**src/rtl/md_pkg.sv**
```systemverilog
// rtl/md_pkg.sv - shared constants, opcodes and state encoding for the mul/div sequencer
package md_pkg;

    localparam int WIDTH = 32;
    localparam int ITER  = 32;
    localparam int CNT_W = $clog2(ITER);

    localparam logic [3:0] ALU_MUL = 4'b1000;
    localparam logic [3:0] ALU_DIV = 4'b1100;

    typedef enum logic [1:0] {
        ST_IDLE = 2'd0,
        ST_MUL  = 2'd1,
        ST_DIV  = 2'd2,
        ST_DONE = 2'd3
    } md_state_t;

endpackage

```
**src/rtl/md_step.sv**
```systemverilog
// rtl/md_step.sv - one combinational shift-add (MUL) or restoring-division (DIV) iteration
module md_step
    import md_pkg::*;
(
    input  logic [WIDTH-1:0] acc,
    input  logic [WIDTH-1:0] opr,
    input  logic [WIDTH-1:0] opd,
    input  logic             div_mode,
    output logic [WIDTH-1:0] acc_next,
    output logic [WIDTH-1:0] opr_next,
    output logic             q_bit
);

    logic [WIDTH:0] sum;
    logic [WIDTH:0] shifted;
    logic [WIDTH:0] diff;

    // MUL: {acc,opr} is the product register, multiplier consumed LSB first.
    // DIV: acc is the partial remainder, opr shifts the dividend out MSB first.
    always_comb begin
        sum      = {1'b0, acc} + (opr[0] ? {1'b0, opd} : '0);
        shifted  = {acc, opr[WIDTH-1]};
        diff     = shifted - {1'b0, opd};
        q_bit    = 1'b0;
        acc_next = sum[WIDTH:1];
        opr_next = {sum[0], opr[WIDTH-1:1]};
        if (div_mode) begin
            q_bit    = ~diff[WIDTH];
            acc_next = diff[WIDTH] ? shifted[WIDTH-1:0] : diff[WIDTH-1:0];
            opr_next = {opr[WIDTH-2:0], 1'b0};
        end
    end

endmodule

```
**src/rtl/md_sequencer.sv**
```systemverilog
// rtl/md_sequencer.sv - iterative 32-bit unsigned multiply/divide sequencer with flush and stall
module md_sequencer
    import md_pkg::*;
(
    input  logic             clock,
    input  logic             reset_0,
    input  logic             start,
    input  logic [3:0]       op,
    input  logic [WIDTH-1:0] a,
    input  logic [WIDTH-1:0] b,
    input  logic             flush,
    output logic             stall,
    output logic             busy,
    output logic             done,
    output logic [WIDTH-1:0] hi,
    output logic [WIDTH-1:0] lo,
    output logic             dz
);

    md_state_t        state;
    logic [CNT_W-1:0] cnt;
    logic [WIDTH-1:0] acc;
    logic [WIDTH-1:0] opr;
    logic [WIDTH-1:0] opd;

    logic [WIDTH-1:0] step_acc;
    logic [WIDTH-1:0] step_opr;
    logic             step_q;
    logic [WIDTH-1:0] opr_iter;
    logic             op_valid;
    logic             can_accept;

    assign op_valid   = (op == ALU_MUL) || (op == ALU_DIV);
    assign can_accept = (state == ST_IDLE) || (state == ST_DONE);
    assign stall      = reset_0 && (busy || (start && op_valid && can_accept));
    assign opr_iter   = step_opr | {{(WIDTH-1){1'b0}}, step_q};

    md_step u_step (
        .acc      (acc),
        .opr      (opr),
        .opd      (opd),
        .div_mode (state == ST_DIV),
        .acc_next (step_acc),
        .opr_next (step_opr),
        .q_bit    (step_q)
    );

    always_ff @(posedge clock or negedge reset_0) begin
        if (!reset_0) begin
            state <= ST_IDLE;
            cnt   <= '0;
            acc   <= '0;
            opr   <= '0;
            opd   <= '0;
            hi    <= '0;
            lo    <= '0;
            dz    <= 1'b0;
            done  <= 1'b0;
            busy  <= 1'b0;
        end else begin
            done <= 1'b0;
            case (state)
                ST_IDLE, ST_DONE: begin
                    state <= ST_IDLE;
                    busy  <= 1'b0;
                    if (start && op_valid && !flush) begin
                        cnt <= CNT_W'(ITER - 1);
                        acc <= '0;
                        if (op == ALU_MUL) begin
                            state <= ST_MUL;
                            busy  <= 1'b1;
                            opr   <= b;
                            opd   <= a;
                        end else if (b == '0) begin
                            // Divide-by-zero resolves immediately without iterating
                            state <= ST_DONE;
                            done  <= 1'b1;
                            hi    <= a;
                            lo    <= '1;
                            dz    <= 1'b1;
                        end else begin
                            state <= ST_DIV;
                            busy  <= 1'b1;
                            opr   <= a;
                            opd   <= b;
                        end
                    end
                end
                ST_MUL, ST_DIV: begin
                    if (flush) begin
                        state <= ST_IDLE;
                        busy  <= 1'b0;
                    end else begin
                        acc <= step_acc;
                        opr <= opr_iter;
                        cnt <= cnt - 1'b1;
                        if (cnt == '0) begin
                            state <= ST_DONE;
                            busy  <= 1'b0;
                            done  <= 1'b1;
                            hi    <= step_acc;
                            lo    <= opr_iter;
                            dz    <= 1'b0;
                        end
                    end
                end
                default: begin
                    state <= ST_IDLE;
                    busy  <= 1'b0;
                end
            endcase
        end
    end

endmodule

```
**config.mk**
```make
export PLATFORM = sky130hd
export DESIGN_NAME = md_sequencer
export DESIGN_NICKNAME = d
export VERILOG_FILES = /design/src/rtl/md_pkg.sv /design/src/rtl/md_step.sv /design/src/rtl/md_sequencer.sv
export SDC_FILE = /design/constraint.sdc
export NUM_CORES = 1
export LEC_CHECK = 0
export BUFFER_PORTS_ARGS = -buffer_cell sky130_fd_sc_hd__clkbuf_2
export CORE_MARGIN = 3
export CORE_UTILIZATION = 30
export DETAILED_ROUTE_END_ITERATION = 7
export PLACE_DENSITY_LB_ADDON = 0.08
export SLEW_MARGIN = 20
export SYNTH_ARGS = -nofsm -noshare
export SYNTH_HDL_FRONTEND = slang
export SYNTH_SLANG_ARGS = --single-unit
```
**constraint.sdc**
```tcl
create_clock -name clock -period 3.4 [get_ports clock]
set_input_delay 0.51 -clock clock [delete_from_list [all_inputs] [get_ports clock]]
set_output_delay 0.51 -clock clock [all_outputs]
set_load 0.02 [all_outputs]
```
# Word-level counts from Yosys, hierarchy flattened

Index checks and enable logic that the tools add are counted.

Register bits after elaboration: 170
Input port bits: 72
Word-level logic and storage cells: 98

Add/subtract/negate cells: 3
Equality and inequality tests: 13
Mux-type cells: 53
Bitwise gates (word level): 2
Reduce and logical (&&, ||, !) cells: 17

Operators with widths:

| kind                | count |
|---|---|
| $mux 32             | 22 |
| $pmux 32 s2         | 4 |
| $add 32x33->33      | 1 |
| $sub 33x32->33      | 1 |
| $logic_not 32->1    | 1 |
| $or 32x1->32        | 1 |
| $mux 1              | 16 |
| $ne 2x2->1 const B  | 6 |
| $mux 5              | 2 |
| $pmux 5 s2          | 1 |
| $eq 4x4->1 const B  | 2 |
| $mux 2              | 4 |
| $ne 3x3->1 const B  | 2 |
| $pmux 1 s2          | 3 |
| $reduce_and 3->1    | 2 |
| $logic_not 5->1     | 1 |
| $reduce_and 5->1    | 1 |
| $sub 5x1->5 const B | 1 |
| $eq 2x2->1 const B  | 2 |
| $logic_and 1x1->1   | 4 |
| $pmux 2 s2          | 1 |
| $reduce_or 2->1     | 2 |
| $logic_or 1x1->1    | 3 |
| $eq 2x1->1 const B  | 1 |
| other kinds (4)     | 4 |

# Logic depth before layout (Yosys ltp)

Gate-level depths: netlist of run 1.

Depth in word-level cells: 7
Depth in mapped cells: 15
Gate-level depth less buffers: 13

# By module

A second synthesis of run 1 with hierarchy kept.

Cells, all modules: 1,355
Area total of the unflattened synthesis: 12,082.8 um^2

By module, submodules not included:

| module       | instances | cells each | area each (um^2) |
|---|---|---|---|
| md_sequencer | 1         | 738        | 7,692.4 |
| md_step      | 1         | 617        | 4,390.5 |

# Least setup slack after synthesis of run 1

No wires, ideal clock.

Path type: reg2reg
From: reg opr[0]
To: reg acc[29]
Arrival time: 3.182 ns
Data required time: 3.319 ns
Setup slack: 0.137 ns
Cell stages (with the launch flop): 14
Period minus slack after synthesis: 3.263 ns
Cells stage by stage: dfrtp_1 > clkbuf_1 > and2_1 > ha_1 > fa_1 > a211oi_1 > o21ai_2 > o2111ai_1 > a2111o_1 > nand2_2 > a31oi_1 > mux2_1 > a311o_1 > o22ai_2

Longest elaborated chain between the ends: 5

Ends and longest elaborated chain:

| what                     | RTL line           | RTL |
|---|---|---|
| start: declaration       | md_sequencer.sv:23 | `logic [WIDTH-1:0] opr;` |
| start signal: assignment | md_sequencer.sv:95 | `opr <= opr_iter;` |
| $mux 32                  | md_step.sv:21      | `sum = {1'b0, acc} + (opr[0] ? {1'b0, opd} : '0);` |
| $add 32x33->33           | md_step.sv:21      |  |
| $mux 32                  | md_step.sv:27      | `if (div_mode) begin` |
| $mux 32                  | md_sequencer.sv:90 | `if (flush) begin` |
| $pmux 32 s2              | md_sequencer.sv:62 | `case (state)` |
| end signal: assignment   | md_sequencer.sv:94 | `acc <= step_acc;` |
| end: declaration         | md_sequencer.sv:22 | `logic [WIDTH-1:0] acc;` |

Every way passes these cells. The select of a mux whose other input is x is not followed.
A chain may end at the register's enable or synchronous reset.

# Worst setup path after layout of run 1

From: reg opr[0]
To: reg hi[28]

Longest elaborated chain between the ends: 6

Ends and longest elaborated chain:

| what                   | RTL line            | RTL |
|---|---|---|
| $mux 32                | md_step.sv:21       |  |
| $add 32x33->33         | md_step.sv:21       |  |
| $mux 32                | md_step.sv:27       |  |
| $mux 32                | md_sequencer.sv:97  | `if (cnt == '0) begin` |
| $mux 32                | md_sequencer.sv:90  |  |
| $pmux 32 s2            | md_sequencer.sv:62  |  |
| end signal: assignment | md_sequencer.sv:101 | `hi <= step_acc;` |
| end: declaration       | md_sequencer.sv:15  | `output logic [WIDTH-1:0] hi,` |

Every way passes these cells. The select of a mux whose other input is x is not followed.

==> results of run 1 <==
-- final cells by class --
type / count / area (sq um) / share of cell area, %
Multi-Input combinational cell: 1189 / 7610 / 51.0
Sequential cell: 170 / 4250 / 28.5
Timing Repair Buffer: 244 / 1600 / 10.7
Tap cell: 525 / 657 / 4.40
Clock buffer: 19 / 433 / 2.90
Inverter: 56 / 210 / 1.41
Clock inverter: 11 / 173 / 1.16
-- per-stage QoR --
stage | instances | setup TNS, ns
detailed placement | 2180 | -0.824
global placement | 2180 | -0.495
CTS | 2212 | 0
floorplan | 1509 | 0
global route | 2214 | -0.422
finish | 2214 | 0
-- power by group --
part	total [uW]	leakage, uW	switching (uW)	internal [uW]
sequential	2730	0.00220	401	2330
combinational	4970	0.00463	2880	2090
clock	2120	0.000299	896	1230
total	9820	0.00713	4180	5650
-- flip-flops by register name, indices dropped and copies added, names as in the netlist --
signal  count
acc        32
hi         32
lo         32
opd        32
opr        32
cnt         5
state       2
busy        1
done        1
dz          1
-- cell families (layout without fill, tap and decap cells) --
family | after synthesis | in the layout | synth area share [%]
DFF | 170 | 170 | 34.6
xor gates and xnor gates | 52 | 52 | 3.71
and+or+nand+nor | 536 | 536 | 19.8
adders and majority gates | 69 | 69 | 7.15
buffers and inverters | 150 | 330 | 5.03
AOI/OAI and AO/OA | 520 | 520 | 28.7
muxes | 12 | 12 | 1.01
-- critical path, stage by stage (launching register included) --
cell       delay [ns]
dfrtp_1          0.41
buf_6            0.19
and2_1           0.17
ha_1             0.37
a21oi_2          0.20
a21oi_1          0.08
or3_1            0.41
o2111ai_1        0.30
nand2_1          0.14
a31o_1           0.31
a311o_1          0.44
o31a_1           0.16
o21ai_1          0.13
-- metal layers --
layer  vias up  global-route usage [%]  wire (um)
met5         -                       0          0
met4         0                    4.86        724
met3        35                    2.61       2110
met2       326                    31.7      20300
met1      5869                    34.1      24700
li1       5809                       -          -
-- placed cells by master, fill, tap and decap left out, drive strengths merged, types with 7 or more instances in the layout --
cell type / instances
o21a: 7
nand4: 10
mux2i: 9
clkbuf: 158
a221oi: 11
nor3: 18
a21o: 61
and3: 9
inv: 57
a211oi: 43
nor2: 124
o211ai: 15
dfrtp: 170
ha: 67
nand3: 20
a21oi: 113
buf: 104
a311oi: 32
o21ai: 96
and2: 40
xor2: 25
nor2b: 39
nor4: 12
xnor2: 27
a31oi: 43
nand2: 239
a22o: 15
a22oi: 21
-- timing repair --
action,in CTS,in global routing
hold buffers,1,0
buffers inserted,1,2
gates resized for setup,7,24
pin swaps,2,4
endpoints found under the hold margin,2,0
endpoints found under the setup margin,9,48
-- final timing paths --
kind	from	cells after the start	endpoint	slack, ns
max	opr[0]	12	hi[28]	0.02
max in group asynchronous	reset_0	3	opr[31]	1.72
min reg2reg	dz	1	dz	0.49
min in group asynchronous	reset_0	2	acc[22]	0.55
max reg2reg	opr[0]	12	hi[28]	0.02
min	b[2]	3	opd[2]	0.32
==> results.md, run 1 <==
- Min-Delay Path Class: input port to register
- Post-synth top cells: nand2_1 (238), dfrtp_1 (170), nor2_1 (124)
- RSZ-0062 raised after global routing: yes
- Max Clock Skew: between 0.015 and 0.02 ns
- Post-Layout Inst Area: ~15000 sq um
- Pwr dens: between 600 and 700 nW/um^2
- CP Max Fanout: 26
- VDD IR max: between 0.3 and 0.4 mV
- Async set-reset flop share out of synthesis: 100%
- Worst-Margin Slew: around 0.78 ns
- Tcrit/Tclk final: ~100%
- Fmax: 296 MHz
- Std-Cell Rows: 73
- CTS max path bufs: 2
- YS warnings: 0
- Layout Utilization: around 37%
- Critical path data required time: approximately 3.8 ns
- Antenna Violating Nets Remaining: 0
- CTS Buf Count: 17
- Synth-to-Final Area Change: 21.6%
- Synth unique cells: 80
- Max-slew violations: 0
- Largest net degree at the start of global routing: 131
- PortBufs: about 140
- Die ar.: between 40000 and 50000 sq um
- Via count: 12000
- Max-Cap Viols: 0
- Pwr Total: roughly 9800 uW
- Clock latency at the later pin of the worst-skew pair: roughly 0.46 ns
- Yosys top cell by area: dfrtp_1
- Chip Height: 208 um
- Vias in the first global route: approximately 12000
- Post-synthesis sequential area ratio: around 35%
- Post-Synthesis Cells: 1509
- First-pass GRT wire length: about 74 mm
- Nets@finish: 1819
- Status: finished clean
- Clk root buf: clkbuf_16
- #FFs+latches synth: between 150 and 200
- Cell Area, Synth: roughly 12000 sq um
- H-tree levels: 4
- Final hold vios: 0
- GP Congestion: a little over 0.9
- Diodes inserted: 0
- Tmin final: about 3.4 ns
- Share of the synthesized area in the top cell type: around a third
- Worst endpoint data arrival time: between 3 and 4 ns
- Final worst slack: ~0.017 ns
- Pre-CTS setup slack: -0.170 ns
- Crit end category: register
- Tot GR Track Use: 21.7%
- CTS tree: done
- GRT overflow: 0
- Most frequent cell after synthesis: nand2_1
- Placed Area: 14100 sq um
- Worst rel slew slack: approximately 48%
- Initial DRT Pass Iterations: 5
- Number of flops mapped to enable cells by yosys: 0
- Remaining DRCs: 0
- Iteration-0 DRC Markers: between 800 and 900
- # setup viols final: 0
- Worst hold margin: between 0.3 and 0.4 ns
- Clk sinks: between 150 and 200
- Routed WL: approximately 48 mm
- Post-synth net total: 1650
- Main synth FF type: dfrtp_1
- Main area contributors after synthesis: dfrtp_1 (35%), nand2_1 (7.3%), ha_1 (6.8%)
- CP startpoint kind: register
- Drt wl/cell: 21.6 um
- Worst-path clk slew: approximately 0.070 ns
- Die width: approximately 210 um
- Via density: roughly 5.4
- P_leak: a little over 0.007 uW
- Syn Area/Cell: 8.14 sq um
- Share of layout cells above drive strength 1: 19.3%
- Worst Setup Path Type: register to register
- Initial Utilization: about 31%
- IO Count: between 100 and 150
- Initial antenna violation count: 0
- Detailed placer's ending HPWL: between 30 and 40 mm
- Core Area: 40100 sq um
- Fill cell count: 4200
Power figures use the tool's default switching activity.
==> run 2: changes to the inputs <==
==> constraint.sdc (replaced) <==
create_clock -name clock -period 4.25 [get_ports clock]
set_input_delay 0.2125 -clock clock [delete_from_list [all_inputs] [get_ports clock]]
set_output_delay 0.2125 -clock clock [all_outputs]
set_load 0.02 [all_outputs]
==> run 2 against run 1 <==
  * Critical path depth is the same
  * Sequential power shrank 19%
  * Cell count shrank 3.7%
  * Combinational power shrank 30%
  * Largest cell class unchanged
==> results.md, run 2 (same netlist as run 1, synthesis figures left out) <==
- Logic pwr share: approximately 48%
- Cells on worst reg2reg path: 12
- Clock Power Share: between 20% and 30%
- Sw Share: 43.8%
- Drt wl/cell: 21.9 um
- Detailed placer's ending HPWL: about 35 mm
- Critical path data required time: 4.54 ns
- Core Area: 40100 sq um
- Hold depth: 3
- CTS tree: done
- CTS Buf Count: 17
- Via count: 11800
- Total negative slack: 0 ns
- Clock latency at the later pin of the worst-skew pair: about 0.44 ns
- P_leak: between 0.006 and 0.007 uW
- Crit. path cell count: 12
- Crit end category: register
- Share of layout cells above drive strength 1: between 10 and 15%
- GRT overflow: 0
- Beginning of the worst hold path: b[4]
- Reg2reg start: opr[0]
- Crit. Startpoint: opr[0]
- VDD IR max: ~0.24 mV
- PortBufs: roughly 140
- Fmax: ~260 MHz
- CP max stage delay: 0.62 ns
- Chip Height: ~210 um
- Worst Setup Path Type: register to register
- First-pass GRT wire length: approximately 70 mm
- Tmin final: 3.83 ns
- Die ar.: between 40000 and 50000 sq um
- Clk sinks: 170
- Nets@finish: approximately 1700
- Die width: ~210 um
- H-tree levels: 4
- Pwr dens: a little over 500 nW/um^2
- Max-Cap Viols: 0
- Initial antenna violation count: 1
- GP Congestion: roughly 0.90
- CTS max path bufs: 2
- Seq pwr share: between 30 and 40%
- Critical path buffers and inverters: 0
- Vias in the first global route: 11500
- Tot GR Track Use: 21.3%
- Max-slew violations: 0
- Routed WL: roughly 47 mm
- Post-Layout Inst Area: between 10000 and 15000 sq um
- Initial DRT Pass Iterations: 5
- Antenna Violating Nets Remaining: 0
- CP max-delay cell: dfrtp_1
- Synth-to-Final Area Change: 14.9%
- # setup viols final: 0
- Worst-path clk slew: ~0.070 ns
- Initial Utilization: 30.6%
- Cell Chain, Critical Path: and2_1 > ha_1 > fa_1 > a211oi_1 > o21ai_2 > o2111ai_1 > a2111o_1 > a21boi_0 > o31ai_1 > nand2_1 > xnor2_1 > o221ai_1
- Most frequent cells in the layout: nand2_1 (238), dfrtp_1 (170), clkbuf_2 (138)
- Remaining DRCs: 0
- Via density: roughly 5.5
- RSZ-0062 raised after global routing: no
- Largest net degree at the start of global routing: between 150 and 200
- Post-CTS sizing: 0
- Final hold vios: 0
- CP Max Fanout: 21
- Std-Cell Rows: 73
- Sw Pwr: roughly 3200 uW
- Most common cell after layout, fill and taps aside: nand2_1
- CP startpoint kind: register
- Worst endpoint data arrival time: 4.12 ns
- CP delay by family, top: compound AO/OA/AOI/OAI gates
- Int Pwr: around 4100 uW
- Post-CTS Setup Bufs: 0
- Iteration-0 DRC Markers: approximately 860
- Worst-Margin Slew: between 0.9 and 1 ns
- Placed Area: around 14000 sq um
- Min-Delay Path Class: input port to register
- Max Clock Skew: around 0.015 ns
- Tcrit/Tclk final: roughly nine tenths
- Clk root buf: clkbuf_16
- Status: finished clean
- Worst rel slew slack: approximately a third
- IO Count: 140
-- run 2: path summary, 6_finish.rpt --
path | slack, ns | endpoint
worst max-delay path | 0.42 | hi[27]
max in group asynchronous | 2.84 | opr[9]
worst max register to register | 0.42 | hi[27]
min in group asynchronous | 0.21 | acc[22]
worst min-delay path | 0.04 | opd[4]
worst min register to register | 0.50 | opr[6]
-- run 2: repair_timing --
item,CTS,global route
setup endpoints to repair,0,0
endpoints found under the hold margin,20,0
hold buffers,1,0
-- run 2: per-layer routing --
metal | routed length [um] | global-route usage (%) | vias to the layer above | part of all wire, %
li1 | - | - | 5645 | -
met1 | 23300 | 32.5 | 5743 | 50
met2 | 19900 | 31.5 | 347 | 43
met3 | 2640 | 3.05 | 50 | 5.7
met4 | 860 | 5.67 | 2 | 1.8
met5 | 13 | 0 | - | 0.028
-- run 2: metrics by stage --
step	instances	total power (uW)	hold WS, ns	utilization [%]	setup WS (ns)
3_3_place_gp	2101	5660	0.111	33.7	0.527
2_1_floorplan	1509	4540	-0.0831	-	0.987
6_report	2133	7260	0.0402	35.2	0.418
3_5_place_dp	2101	5640	0.111	33.7	0.420
4_1_cts	2131	7270	0.0198	35.2	0.412
5_1_grt	2131	7790	0.0310	35.2	0.131
-- run 2: power groups by stage --
stage               combinational (uW)  sequential (uW)  clock [uW]
finish                            3460             2210        1590
global route                      3850             2250        1700
CTS                               3430             2200        1640
detailed placement                3400             2230           0
global placement                  3430             2230           0
floorplan                         2480             2060           0
-- run 2: final cells by class --
class / count / area (sq um)
antenna: 2 / 5.00
tap: 525 / 657
inverter: 56 / 210
fill: 4217 / 26000
clock buffer: 22 / 484
sequential: 170 / 4250
clock inverter: 7 / 92.6
multi-input combinational: 1189 / 7460
timing repair buffer: 162 / 955
-- run 2: worst reg2reg max path, cell delays in order (launching register included) --
cell,delay (ns)
dfrtp_1,0.62
and2_1,0.26
ha_1,0.21
fa_1,0.46
a211oi_1,0.29
o21ai_2,0.14
o2111ai_1,0.29
a2111o_1,0.30
a21boi_0,0.23
o31ai_1,0.45
nand2_1,0.13
xnor2_1,0.18
o221ai_1,0.13
